File: config.mk
export PLATFORM = sky130hd
export DESIGN_NAME = capture_sequencer
export DESIGN_NICKNAME = d
export VERILOG_FILES = /design/src/rtl/capture_sequencer.sv
export SDC_FILE = /design/constraint.sdc
export NUM_CORES = 1
export LEC_CHECK = 0
export BUFFER_PORTS_ARGS = -buffer_cell sky130_fd_sc_hd__buf_2
export CORE_ASPECT_RATIO = 1.2
export CORE_UTILIZATION = 45
export CTS_BUF_LIST = sky130_fd_sc_hd__clkbuf_4 sky130_fd_sc_hd__clkbuf_8 sky130_fd_sc_hd__clkbuf_16
export DETAILED_ROUTE_END_ITERATION = 7
export PLACE_DENSITY = 0.77
export SYNTH_ARGS = -nofsm -noshare
export SYNTH_HDL_FRONTEND = slang
export SYNTH_SLANG_ARGS = --single-unit
File: constraint.sdc
create_clock -name clk -period 2.65 [get_ports clk]
set_input_delay 0.53 -clock clk [delete_from_list [all_inputs] [get_ports clk]]
set_output_delay 0.53 -clock clk [all_outputs]
set_load 0.01 [all_outputs]
File: src/rtl/capture_sequencer.sv
// Capture sequencer: issues NUM_BLOCKS S2MM then NUM_BLOCKS MM2S datamover commands over a ring buffer.
// Define SEQ_TAG_CHECK_EN to treat a status whose tag nibble differs from the issued tag as an error.
module capture_sequencer #(
    parameter logic [31:0] BASE_ADDR  = 32'h0000_0000,
    parameter logic [22:0] BTT        = 23'h00_1000,
    parameter int          NUM_BLOCKS = 4,
    parameter int          RST_CYCLES = 8
) (
    input  logic        clk,
    input  logic        reset,
    input  logic        start,
    output logic        busy,
    output logic        done,
    output logic        err,
    output logic [7:0]  last_sts,
    output logic        m_axis_s2mm_cmdsts_aresetn,
    output logic        m_axis_mm2s_cmdsts_aresetn,
    output logic [71:0] S_AXIS_S2MM_CMD_tdata,
    output logic        S_AXIS_S2MM_CMD_tvalid,
    input  logic        S_AXIS_S2MM_CMD_tready,
    output logic [71:0] S_AXIS_MM2S_CMD_tdata,
    output logic        S_AXIS_MM2S_CMD_tvalid,
    input  logic        S_AXIS_MM2S_CMD_tready,
    input  logic [7:0]  M_AXIS_S2MM_STS_tdata,
    input  logic        M_AXIS_S2MM_STS_tkeep,
    input  logic        M_AXIS_S2MM_STS_tlast,
    input  logic        M_AXIS_S2MM_STS_tvalid,
    output logic        M_AXIS_S2MM_STS_tready,
    input  logic [7:0]  M_AXIS_MM2S_STS_tdata,
    input  logic        M_AXIS_MM2S_STS_tkeep,
    input  logic        M_AXIS_MM2S_STS_tlast,
    input  logic        M_AXIS_MM2S_STS_tvalid,
    output logic        M_AXIS_MM2S_STS_tready
);

    typedef enum logic [2:0] {IDLE, WR_CMD, WR_STS, RD_CMD, RD_STS, DONE, ERROR} state_t;

    localparam logic [15:0] LAST_BLK = 16'(NUM_BLOCKS - 1);
    localparam logic [15:0] RST_LAST = 16'(RST_CYCLES - 1);

    state_t      state, state_nxt;
    logic [31:0] addr;
    logic [15:0] blk;
    logic [3:0]  tag;
    logic        err_q;
    logic [7:0]  sts_q;
    logic [15:0] rst_cnt;
    logic        cmdsts_rstn;

    logic        sts_valid;
    logic [7:0]  sts_data;
    logic        tag_ok;
    logic        sts_good;
    logic        last_blk;

    logic unused_sts_sideband;
    assign unused_sts_sideband = ^{M_AXIS_S2MM_STS_tkeep, M_AXIS_S2MM_STS_tlast,
                                   M_AXIS_MM2S_STS_tkeep, M_AXIS_MM2S_STS_tlast};

    // Only the channel whose STS state is active is accepted; the other stays pending.
    assign sts_valid = (state == WR_STS) ? M_AXIS_S2MM_STS_tvalid :
                       (state == RD_STS) ? M_AXIS_MM2S_STS_tvalid : 1'b0;
    assign sts_data  = (state == RD_STS) ? M_AXIS_MM2S_STS_tdata : M_AXIS_S2MM_STS_tdata;

`ifdef SEQ_TAG_CHECK_EN
    assign tag_ok = (sts_data[3:0] == tag);
`else
    assign tag_ok = 1'b1;
`endif

    assign sts_good = sts_data[7] && (sts_data[6:4] == 3'b000) && tag_ok;
    assign last_blk = (blk == LAST_BLK);

    always_ff @(posedge clk or posedge reset) begin
        if (reset) state <= IDLE;
        else       state <= state_nxt;
    end

    always_comb begin
        state_nxt = state;
        case (state)
            IDLE:    if (start) state_nxt = WR_CMD;
            WR_CMD:  if (S_AXIS_S2MM_CMD_tready) state_nxt = WR_STS;
            WR_STS:  if (sts_valid) state_nxt = !sts_good ? ERROR : (last_blk ? RD_CMD : WR_CMD);
            RD_CMD:  if (S_AXIS_MM2S_CMD_tready) state_nxt = RD_STS;
            RD_STS:  if (sts_valid) state_nxt = !sts_good ? ERROR : (last_blk ? DONE : RD_CMD);
            DONE:    state_nxt = IDLE;
            ERROR:   if (rst_cnt == RST_LAST) state_nxt = IDLE;
            default: state_nxt = IDLE;
        endcase
    end

    always_ff @(posedge clk or posedge reset) begin
        if (reset) begin
            addr        <= BASE_ADDR;
            blk         <= '0;
            tag         <= '0;
            err_q       <= 1'b0;
            sts_q       <= '0;
            rst_cnt     <= '0;
            cmdsts_rstn <= 1'b0;
        end else begin
            cmdsts_rstn <= 1'b1;
            rst_cnt     <= (state == ERROR) ? rst_cnt + 16'd1 : 16'd0;
            if (state == IDLE && start) begin
                addr  <= BASE_ADDR;
                blk   <= '0;
                tag   <= '0;
                err_q <= 1'b0;
            end
            if (sts_valid) begin
                sts_q <= sts_data;
                if (!sts_good) begin
                    err_q <= 1'b1;
                end else if (last_blk) begin
                    addr <= BASE_ADDR;
                    blk  <= '0;
                    tag  <= '0;
                end else begin
                    // 32-bit add wraps naturally past the top of the address space.
                    addr <= addr + {9'b0, BTT};
                    blk  <= blk + 16'd1;
                    tag  <= tag + 4'd1;
                end
            end
        end
    end

    assign busy     = (state != IDLE);
    assign done     = (state == DONE);
    assign err      = err_q;
    assign last_sts = sts_q;

    assign m_axis_s2mm_cmdsts_aresetn = cmdsts_rstn && (state != ERROR);
    assign m_axis_mm2s_cmdsts_aresetn = cmdsts_rstn && (state != ERROR);

    assign S_AXIS_S2MM_CMD_tdata  = {4'h0, tag, addr, 8'h00, 1'b1, BTT};
    assign S_AXIS_MM2S_CMD_tdata  = {4'h0, tag, addr, 8'h00, 1'b1, BTT};
    assign S_AXIS_S2MM_CMD_tvalid = (state == WR_CMD);
    assign S_AXIS_MM2S_CMD_tvalid = (state == RD_CMD);
    assign M_AXIS_S2MM_STS_tready = (state == WR_STS);
    assign M_AXIS_MM2S_STS_tready = (state == RD_STS);

endmodule

; ---- Word level (Yosys, flattened, before mapping)
; Index checks and enable logic that the tools add are counted.
[totals]
inputBits = 27
output_inout_bits = 161
word_cells = 64
regBits = 81
[classes]
eq_ne = 15
n_reduce_logical = 7
n_addsub = 4
muxes = 30
[ops]
columns = op, count
row1 = $mux W32, 4
row2 = $mux W16, 5
row3 = $add A16 B1 Y16 const B, 2
row4 = $add A32 B13 Y32 const B, 1
row5 = $mux W3, 9
row6 = $pmux W3 S6, 1
row7 = $eq A16 B2 Y1 const B, 1
row8 = $eq A16 B3 Y1 const B, 1
row9 = $mux W4, 4
row10 = $eq A3 B3 Y1 const B, 3
row11 = $mux W8, 1
row12 = $ne A2 B1 Y1 const B, 4
row13 = $eq A3 B2 Y1 const B, 2
row14 = $logic_not A3 Y1, 2
row15 = $reduce_and A6 Y1, 1
row16 = $mux W1, 5
row17 = $add A4 B1 Y4 const B, 1
row18 = $ne A2 B2 Y1 const B, 2
row19 = $eq A3 B1 Y1 const B, 1
row20 = $logic_and A1 B1 Y1, 3
row21 = $ne A3 B3 Y1 const B, 1
row22 = $reduce_bool A3 Y1, 1
row23 = $mux W2, 1

; ---- Depth between registers and ports, before layout
; Gate-level depths: netlist (run 1).
[depth]
word_depth = 7
ltp_mapped = 9
depth_no_buf = 6

; ---- Least setup slack after synthesis (run 1)
; No wires, ideal clock.
[synth_path]
kind = register to register
from = register state[1]
to = register addr[22]
setup_ns = 0.138
path_stages_with_launch = 6
t_required_ns = 2.512
arrival_time_ns = 1.878
setup_slack_ns = 0.634
path_cell_list = dfrtp_1 > nor3b_4 > mux2_2 > o31ai_4 > clkbuf_1 > a31oi_1
[synth_between]
elab_chain_len = 6
elab_cells_between_ends = 12
[synth_rtl]
columns = item, line_no
row1 = "start, declared", 41  ; state_t state, state_nxt;
row2 = "start signal, assigned", 76  ; else state <= state_nxt;
row3 = $eq A3 B3 Y1, "62, 63"
row4 = $mux W8, 63  ; assign sts_data = (state == RD_STS) ? M_AXIS_MM2S_STS_tdata : M_AXIS_S2MM_STS_tdata;
row5 = $logic_not A3 Y1, 71  ; assign sts_good = sts_data[7] && (sts_data[6:4] == 3'b000) && tag_ok;
row6 = $logic_and A1 B1 Y1, 71
row7 = $mux W32, 113  ; if (!sts_good) begin
row8 = $mux W32 (*), 111  ; if (sts_valid) begin
row9 = "end signal, assigned", 121  ; addr <= addr + {9'b0, BTT};
row10 = "end, declared", 42  ; logic [31:0] addr;
; Mark *: on every way between the ends. The rest lies on a longest branch, timed or not.
; A chain may end at the register's enable or synchronous reset.

; ---- Worst setup path after layout (run 1)
[layout_path]
from = register state[2]
to = register addr[18]
; Same word-level chain as after synthesis.

==> results.sh, run 1 <==
export IMPL_status="finished, violations left"
export IMPL_violations="design-rule violations"
export IMPL_cts_tree="yes"
export IMPL_post_cts_buffers=0
export IMPL_placementRows=41
export IMPL_hold_buffers=0
export IMPL_drive_gt1_share_pct=24.0
export IMPL_vdd_drop_max_uv=334
export IMPL_cp_cell_sequence="nor3b_4, mux2i_1, and4_1, buf_4, o21ai_0, a31oi_1"
export IMPL_rr_worst_depth=6
export IMPL_grt_pass1_wl_mm=17.6
export IMPL_startpoint_type="flip-flop"
export IMPL_cts_clk_slew_worst_paths_ps=60
export IMPL_die_width_um=97.8
export IMPL_ys_flop_type="dfrtp_1"
export IMPL_initial_utilization_pct=46.6
export IMPL_vias=3943
export IMPL_antenna_found_initial=0
export IMPL_required_ps=2910
export IMPL_netlist_area_um2=4950
export IMPL_viasPerCell=5.19
export IMPL_postLayoutCoreUtil_pct=51.7
export IMPL_max_stage_delay_ps=430
export IMPL_arrival_ps=2600
export IMPL_p_per_area_nw_per_um2=746
export IMPL_drt_iter0_markers=163
export IMPL_hold_violations=0
export IMPL_crit_family="simple AND/OR/NAND/NOR gates"
export IMPL_crit_type="flip-flop to flip-flop"
export IMPL_io_pins=188
export IMPL_tightest_slew_ps=588
export IMPL_r2r_end="addr[18]"
export IMPL_diodes=0
export IMPL_critPathCaptureType="flip-flop"
export IMPL_grt_max_degree=38
export IMPL_period_share_pct=88.4
export IMPL_ys_warn_count=0
export IMPL_clockRootBuffer="clkbuf_16"
export IMPL_dpl_hpwl_mm=7.53
export IMPL_antenna_left=0
export IMPL_design_die_area_um2=11400
export IMPL_synth_common_cells="buf_4, dfrtp_1, nand2_1"
export IMPL_relSlewSlack_pct=60.5
export IMPL_p_leak_nw=2.76
export IMPL_yosysMostFrequentCell="buf_4"
export IMPL_postCtsResizedCells=0
export IMPL_skew_ps=7.58
export IMPL_portBuffers=111
export IMPL_avgSynthCellArea_um2=9.08
export IMPL_clk_latency_ps=340
export IMPL_htreeDepth=3
export IMPL_tns_ps=0
export IMPL_fmax_ghz=0.427
export IMPL_ys_top_cells_by_area="dfrtp_1, buf_4, nand2_1"
export IMPL_dieHeight_um=117
export IMPL_synth_top_area_share_pct=40.9
export IMPL_rsz0062_at_grt="no"
export IMPL_slew_violations=0
export IMPL_cts_buffers=9
export IMPL_drtPass1Iterations=6
export IMPL_core_area_um2=10600
export IMPL_cp_max_fo=31
export IMPL_routed_wl_mm=10.4
export IMPL_ys_types=48
export IMPL_synth_edf_count=0
export IMPL_nets=657
export IMPL_syn_to_final_growth_pct=10.8
export IMPL_maxCapViolations=0
export IMPL_ys_seq_area_share_pct=40.9
export IMPL_ys_ff_latch=81
export IMPL_setup_viol=0
export IMPL_synth_largest_area_cell="dfrtp_1"
export IMPL_ys_async_sr_fraction_pct=100
export IMPL_rr_startpoint="state[2]"
export IMPL_drc=16
export IMPL_wl_per_cell_um=13.7
export IMPL_regToRegSetupSlack_ps=310
export IMPL_cts_buffer_depth=2
export IMPL_min_period_ps=2340
export IMPL_worstHoldPathType="input port to async pin"
export IMPL_finalWeightedCongestion=0.827
export IMPL_grt_pass1_vias=3812
export IMPL_grt_util_all_layers_pct=19.0
export IMPL_synth_cells=545
export IMPL_clock_sink_count=81
export IMPL_grt_overflow=0
export IMPL_cp_slowest_cell="dfrtp_1"
export IMPL_crit_buf_inv=1
-- worst reg2reg max path, delay by kind of cell (launching register included) --
| kind | cells | cell delay [ps] |
|---|---|---|
| AO/OA/AOI/OAI | 2 | 350 |
| multiplexers | 1 | 410 |
| AND/OR/NAND/NOR | 2 | 740 |
| flip-flops | 1 | 430 |
| buffers and inverters | 1 | 340 |
-- report_power, final --
part	internal [mW]	switching, mW	total (mW)
combinational	0.459	0.746	1.21
sequential	1.36	0.100	1.46
clock	0.921	0.506	1.43
-- logic make-up (layout without fill, tap and decap cells) --
group,Yosys count,in the layout,share of synthesized area [%]
AO/OA/AOI/OAI,96,96,11.8
XOR/XNOR,15,15,2.65
adder cells (fa/ha/maj),4,4,1.01
buffers and inverters,147,161,20.1
flip-flops,81,81,40.9
multiplexers,15,15,3.21
other,2,73,0.152
AND/OR/NAND/NOR,185,185,20.1
-- routing by layer --
layer | up-vias | GRT usage (%) | wire, µm
met1 | 1926 | 22.9 | 4410
met2 | 119 | 34.0 | 5400
met4 | 0 | 9.19 | 161
met5 | - | 0 | 0
li1 | 1880 | - | -
met3 | 18 | 2.73 | 428
-- layout make-up --
class,count,area [µm²]
flip-flops and latches,81,2030
multi-input cells,388,2190
inverters,19,72.6
clock inverters,6,116
well taps,129,161
clock buffers,9,225
repair buffers,127,688
fillers,979,5130
-- layout by cell type (no fill, tap or decap), drive strengths merged, types with 14 or more instances in the layout --
| master | synthesis | routed |
|---|---|---|
| a31oi | 14 | 14 |
| nand4 | 14 | 14 |
| nor2 | 23 | 23 |
| o21ai | 32 | 32 |
| nand3 | 23 | 23 |
| inv | 19 | 19 |
| a21oi | 26 | 26 |
| and2 | 16 | 16 |
| dfrtp | 81 | 81 |
| conb | 2 | 73 |
| or3 | 16 | 16 |
| buf | 122 | 127 |
| nand2 | 44 | 44 |
-- metrics by stage --
stage          total power, mW  std cells  cell area, µm²  setup WS, ps  hold slack, ps
5_1_grt                   4.32        759            5490          41.0             268
6_report                  4.09        759            5490           307             228
3_3_place_gp              2.65        744            5140           401             438
2_1_floorplan             2.39        616            5220          39.9             425
4_1_cts                   4.13        759            5490           328             236
3_5_place_dp              2.69        744            5140           359             462
-- how the worst max path moves through the flow --
stage / start / to / cells after the start
2_1_floorplan: reset / addr[0] / 1
3_3_place_gp: state[2] / addr[23] / 6
3_5_place_dp: M_AXIS_S2MM_STS_tdata[4] / addr[23] / 7
4_1_cts: state[2] / addr[23] / 6
5_1_grt: state[2] / addr[18] / 6
6_report: state[2] / addr[18] / 6
-- state kept, by name, summed over array words and instances (netlist names) --
register,flops
addr,32
rst_cnt,16
tag,4
last_sts,8
cmdsts_rstn,1
err,1
state,3
blk,16
Power figures use the tool's default switching activity.
==> run 2, diff against run 1 <==
- CORE_UTILIZATION: 45 -> 37
- PLACE_DENSITY: 0.77 -> 0.74
==> results.sh, run 2 (same netlist as run 1, synthesis figures left out) <==
export IMPL_p_per_area_nw_per_um2=734
export IMPL_die_width_um=108
export IMPL_setup_viol=0
export IMPL_vias=3872
export IMPL_cts_buffers=9
export IMPL_placementRows=45
export IMPL_tns_ps=0
export IMPL_dpl_hpwl_mm=7.21
export IMPL_clock_sink_count=81
export IMPL_dp_cells=778
export IMPL_syn_to_final_growth_pct=11.7
export IMPL_max_stage_delay_ps=540
export IMPL_required_ps=2870
export IMPL_io_pins=188
export IMPL_diodes=0
export IMPL_crit_buf_inv=1
export IMPL_startpoint_type="flip-flop"
export IMPL_whs_ps=230
export IMPL_maxCapViolations=0
export IMPL_post_cts_buffers=0
export IMPL_reg_largest_list="addr x32, blk x16, rst_cnt x16"
export IMPL_ff_latch_area_um2=2030
export IMPL_finalWeightedCongestion=0.825
export IMPL_skew_ps=6.74
export IMPL_cts_clk_slew_worst_paths_ps=60
export IMPL_grt_max_degree=50
export IMPL_core_area_um2=12800
export IMPL_drc=0
export IMPL_cts_tree="yes"
export IMPL_postCtsResizedCells=0
export IMPL_mostFrequentLayoutCell="buf_2"
export IMPL_rr_worst_depth=6
export IMPL_dieHeight_um=129
export IMPL_critPathCaptureType="flip-flop"
export IMPL_grt_pass1_vias=3369
export IMPL_hold_violations=0
export IMPL_largest_register="addr"
export IMPL_design_die_area_um2=13800
export IMPL_drive_gt1_share_pct=23.7
export IMPL_mostFrequentLayoutCells="buf_2, dfrtp_1, conb_1"
export IMPL_antenna_left=0
export IMPL_period_share_pct=88.4
export IMPL_fmax_ghz=0.427
export IMPL_rsz0062_at_grt="no"
export IMPL_relSlewSlack_pct=54.4
export IMPL_antenna_found_initial=0
export IMPL_nets=656
export IMPL_n_fill_cell=1245
export IMPL_grt_overflow=0
export IMPL_p_leak_nw=2.76
export IMPL_clk_latency_ps=340
export IMPL_initial_utilization_pct=38.6
export IMPL_hold_buffers=0
export IMPL_portBuffers=111
export IMPL_routed_wl_mm=10.0
export IMPL_largest_register_ffs=32
export IMPL_cp_slowest_cell="dfrtp_1"
export IMPL_slew_violations=0
export IMPL_finalNonFillerCells=792
export IMPL_crit_family="simple AND/OR/NAND/NOR gates"
export IMPL_power_mw=4.06
export IMPL_clockRootBuffer="clkbuf_16"
export IMPL_path_depth=6
export IMPL_grt_pass1_wl_mm=16.2
export IMPL_cts_buffer_depth=2
export IMPL_cp_max_fo=12
export IMPL_drt_iter0_markers=343
export IMPL_viasPerCell=4.89
export IMPL_crit_type="flip-flop to flip-flop"
export IMPL_vdd_drop_max_uv=420
export IMPL_min_period_ps=2340
export IMPL_drtPass1Iterations=4
export IMPL_arrival_ps=2560
export IMPL_multi_input_area_um2=2190
export IMPL_worstHoldPathType="input port to async pin"
export IMPL_wl_per_cell_um=12.7
export IMPL_grt_util_all_layers_pct=14.8
export IMPL_tightest_slew_ps=678
export IMPL_htreeDepth=3
export IMPL_cp_cell_sequence="nor3b_4, buf_4, mux2i_1, o31ai_4, nand2_1, and2_1"
export IMPL_status="completed"
run 2: final timing paths:
| check | startpoint | to | slack, ps |
|---|---|---|---|
| setup / recovery | state[2] | addr[2] | 310 |
| hold / removal | reset | addr[0] | 230 |
| setup reg to reg | state[2] | addr[2] | 310 |
| hold reg to reg | rst_cnt[0] | rst_cnt[0] | 450 |
| max in group asynchronous | reset | last_sts[3] | 1660 |
| min in group clk | rst_cnt[0] | rst_cnt[0] | 450 |
run 2: area by class of cell:
class                   instances  area share (%)
clock buffers                  11            4.46
inverters                      19            1.31
flip-flops and latches         81            36.7
well taps                     164            3.71
clock inverters                 3            1.63
repair buffers                126            12.5
multi-input cells             388            39.7
run 2: metrics by stage:
step	util, %	worst slack [ps]	area (µm²)
5_1_grt	43.1	162	5530
3_3_place_gp	40.4	326	5190
6_report	43.1	308	5530
3_5_place_dp	40.4	321	5190
2_1_floorplan	-	39.9	5220
4_1_cts	43.1	312	5530
run 2: routing by layer:
layer	part of all wire [%]	vias up	global-route usage, %
met2	50	128	24.5
met1	44	1862	19.0
met5	0	-	0
li1	-	1878	-
met4	0.72	0	4.67
met3	5.2	4	3.85
run 2: worst register-to-register path, delay by kind of cell, from the launching register on:
family / cells / cell delay, ps
buf+inv: 1 / 280
mux: 1 / 150
compound gates: 1 / 310
flops: 1 / 540
simple gates: 3 / 940
run 2: power by group:
group	total, mW	switching, mW	internal (mW)
registers	1.47	0.112	1.36
clock network	1.42	0.471	0.946
logic	1.17	0.713	0.456
==> run 3, diff against run 2 <==
- CORE_ASPECT_RATIO: 1.2 -> default
==> results.sh, run 3 (same netlist as run 1, synthesis figures left out) <==
export IMPL_mostFrequentLayoutCells="buf_2, dfrtp_1, conb_1"
export IMPL_p_leak_nw=2.74
export IMPL_regToRegSetupSlack_ps=300
export IMPL_largest_register_ffs=32
export IMPL_clock_sink_count=81
export IMPL_cts_buffer_depth=2
export IMPL_relSlewSlack_pct=30.9
export IMPL_period_share_pct=88.6
export IMPL_diodes=0
export IMPL_design_die_area_um2=13800
export IMPL_clockRootBuffer="clkbuf_16"
export IMPL_postCtsResizedCells=0
export IMPL_cp_cell_sequence="nor3b_4, buf_4, mux2_2, o31a_1, a21oi_1, mux2i_1"
export IMPL_post_cts_buffers=0
export IMPL_arrival_ps=2570
export IMPL_mostFrequentLayoutCell="buf_2"
export IMPL_skew_ps=6.09
export IMPL_tns_ps=0
export IMPL_tightest_slew_ps=1040
export IMPL_rsz0062_at_grt="no"
export IMPL_dp_cells=787
export IMPL_p_clk_share_pct=31.0
export IMPL_routed_wl_mm=10.1
export IMPL_grt_pass1_wl_mm=16.5
export IMPL_drc=0
export IMPL_grt_util_all_layers_pct=14.6
export IMPL_cp_slowest_cell="o31a_1"
export IMPL_whs_ps=279
export IMPL_htreeDepth=3
export IMPL_min_period_ps=2350
export IMPL_drtPass1Iterations=5
export IMPL_hold_buffers=0
export IMPL_die_width_um=118
export IMPL_maxCapViolations=0
export IMPL_worstHoldPathType="input port to async pin"
export IMPL_antenna_found_initial=0
export IMPL_placementRows=41
export IMPL_power_mw=3.87
export IMPL_nets=657
export IMPL_p_per_area_nw_per_um2=703
export IMPL_combPwrFrac_pct=31.5
export IMPL_crit_buf_inv=1
export IMPL_slew_violations=0
export IMPL_postLayoutCoreUtil_pct=43.0
export IMPL_switching_share_pct=35.8
export IMPL_startpoint_type="flip-flop"
export IMPL_dieHeight_um=118
export IMPL_status="completed"
export IMPL_netSwitchingPower_mw=1.39
export IMPL_vdd_drop_max_uv=497
export IMPL_rr_worst_depth=6
export IMPL_reg_largest_list="addr x32, blk x16, rst_cnt x16"
export IMPL_finalNonFillerCells=803
export IMPL_max_stage_delay_ps=610
export IMPL_cts_tree="yes"
export IMPL_fmax_ghz=0.426
export IMPL_crit_family="compound AO/OA/AOI/OAI gates"
export IMPL_vias=3873
export IMPL_p_int_mw=2.49
export IMPL_largest_register="addr"
export IMPL_clk_latency_ps=340
export IMPL_io_pins=188
export IMPL_r2r_end="addr[24]"
export IMPL_critPathCaptureType="flip-flop"
export IMPL_core_area_um2=12800
export IMPL_dpl_hpwl_mm=7.14
export IMPL_portBuffers=111
export IMPL_setup_viol=0
export IMPL_rr_startpoint="state[1]"
export IMPL_hold_violations=0
export IMPL_syn_to_final_growth_pct=11.3
export IMPL_required_ps=2870
export IMPL_antenna_left=0
export IMPL_finalWeightedCongestion=0.831
export IMPL_drt_iter0_markers=210
export IMPL_wl_per_cell_um=12.6
export IMPL_drive_gt1_share_pct=24.1
export IMPL_cp_max_fo=25
export IMPL_grt_pass1_vias=3283
export IMPL_crit_type="flip-flop to flip-flop"
export IMPL_cts_buffers=9
export IMPL_cts_clk_slew_worst_paths_ps=70
export IMPL_viasPerCell=4.82
export IMPL_seqPwrFrac_pct=37.6
export IMPL_initial_utilization_pct=38.6
export IMPL_grt_max_degree=42
export IMPL_grt_overflow=0
## run 3: changes by cell type in the layout (fill, tap and decap cells not counted)
cell,previous run,this run
buf_12,2,3
bufinv_16,3,0
clkbuf_4,1,0
clkbuf_8,1,0
clkinv_4,0,2
clkinvlp_4,0,2
inv_6,0,2
inv_8,0,1
## run 3: power groups by stage
stage / sequential [mW] / clock (mW) / combinational [mW]
2_1_floorplan: 1.51 / 0 / 0.883
3_3_place_gp: 1.47 / 0 / 1.21
3_5_place_dp: 1.47 / 0 / 1.23
4_1_cts: 1.46 / 1.23 / 1.23
5_1_grt: 1.48 / 1.28 / 1.37
6_report: 1.45 / 1.20 / 1.22
## run 3: worst max-delay path by stage
| stage | cells past startpoint | end | slack, ps | startpoint |
|---|---|---|---|---|
| 6_report | 6 | addr[24] | 300 | state[1] |
| 5_1_grt | 4 | state[0] | 50 | state[1] |
| 3_3_place_gp | 5 | state[0] | 300 | M_AXIS_S2MM_STS_tdata[7] |
| 3_5_place_dp | 5 | state[0] | 280 | M_AXIS_S2MM_STS_tdata[7] |
| 2_1_floorplan | 1 | addr[0] | 40 | reset |
| 4_1_cts | 4 | state[0] | 270 | state[1] |
## run 3: layout make-up
cell class / count / area [µm²]
clock buffers: 9 / 225
fillers: 1264 / 7320
repair buffers: 127 / 713
well taps: 172 / 215
inverters: 19 / 72.6
multi-input cells: 388 / 2190
flip-flops and latches: 81 / 2030
clock inverters: 7 / 61.3
## run 3: metal layers
metal  wire length, µm  share of wire [%]  up-vias  track usage, %
met2              4780                 47      143            23.5
met4               125                1.2        0            3.37
met3               505                5.0       14            4.07
li1                  -                  -     1874               -
met5                 0                  0        -               0
met1              4680                 46     1842            19.6
## run 3: worst register-to-register path: stages, from the launching register on
cell,delay [ps]
dfrtp_1,410
nor3b_4,300
buf_4,190
mux2_2,370
o31a_1,610
a21oi_1,270
mux2i_1,90
## run 3: through the flow
step | area, µm² | worst slack (ps)
floorplan | 5220 | 39.9
global placement | 5220 | 296
detailed placement | 5220 | 279
CTS | 5510 | 266
global route | 5510 | 54.8
finish | 5510 | 301
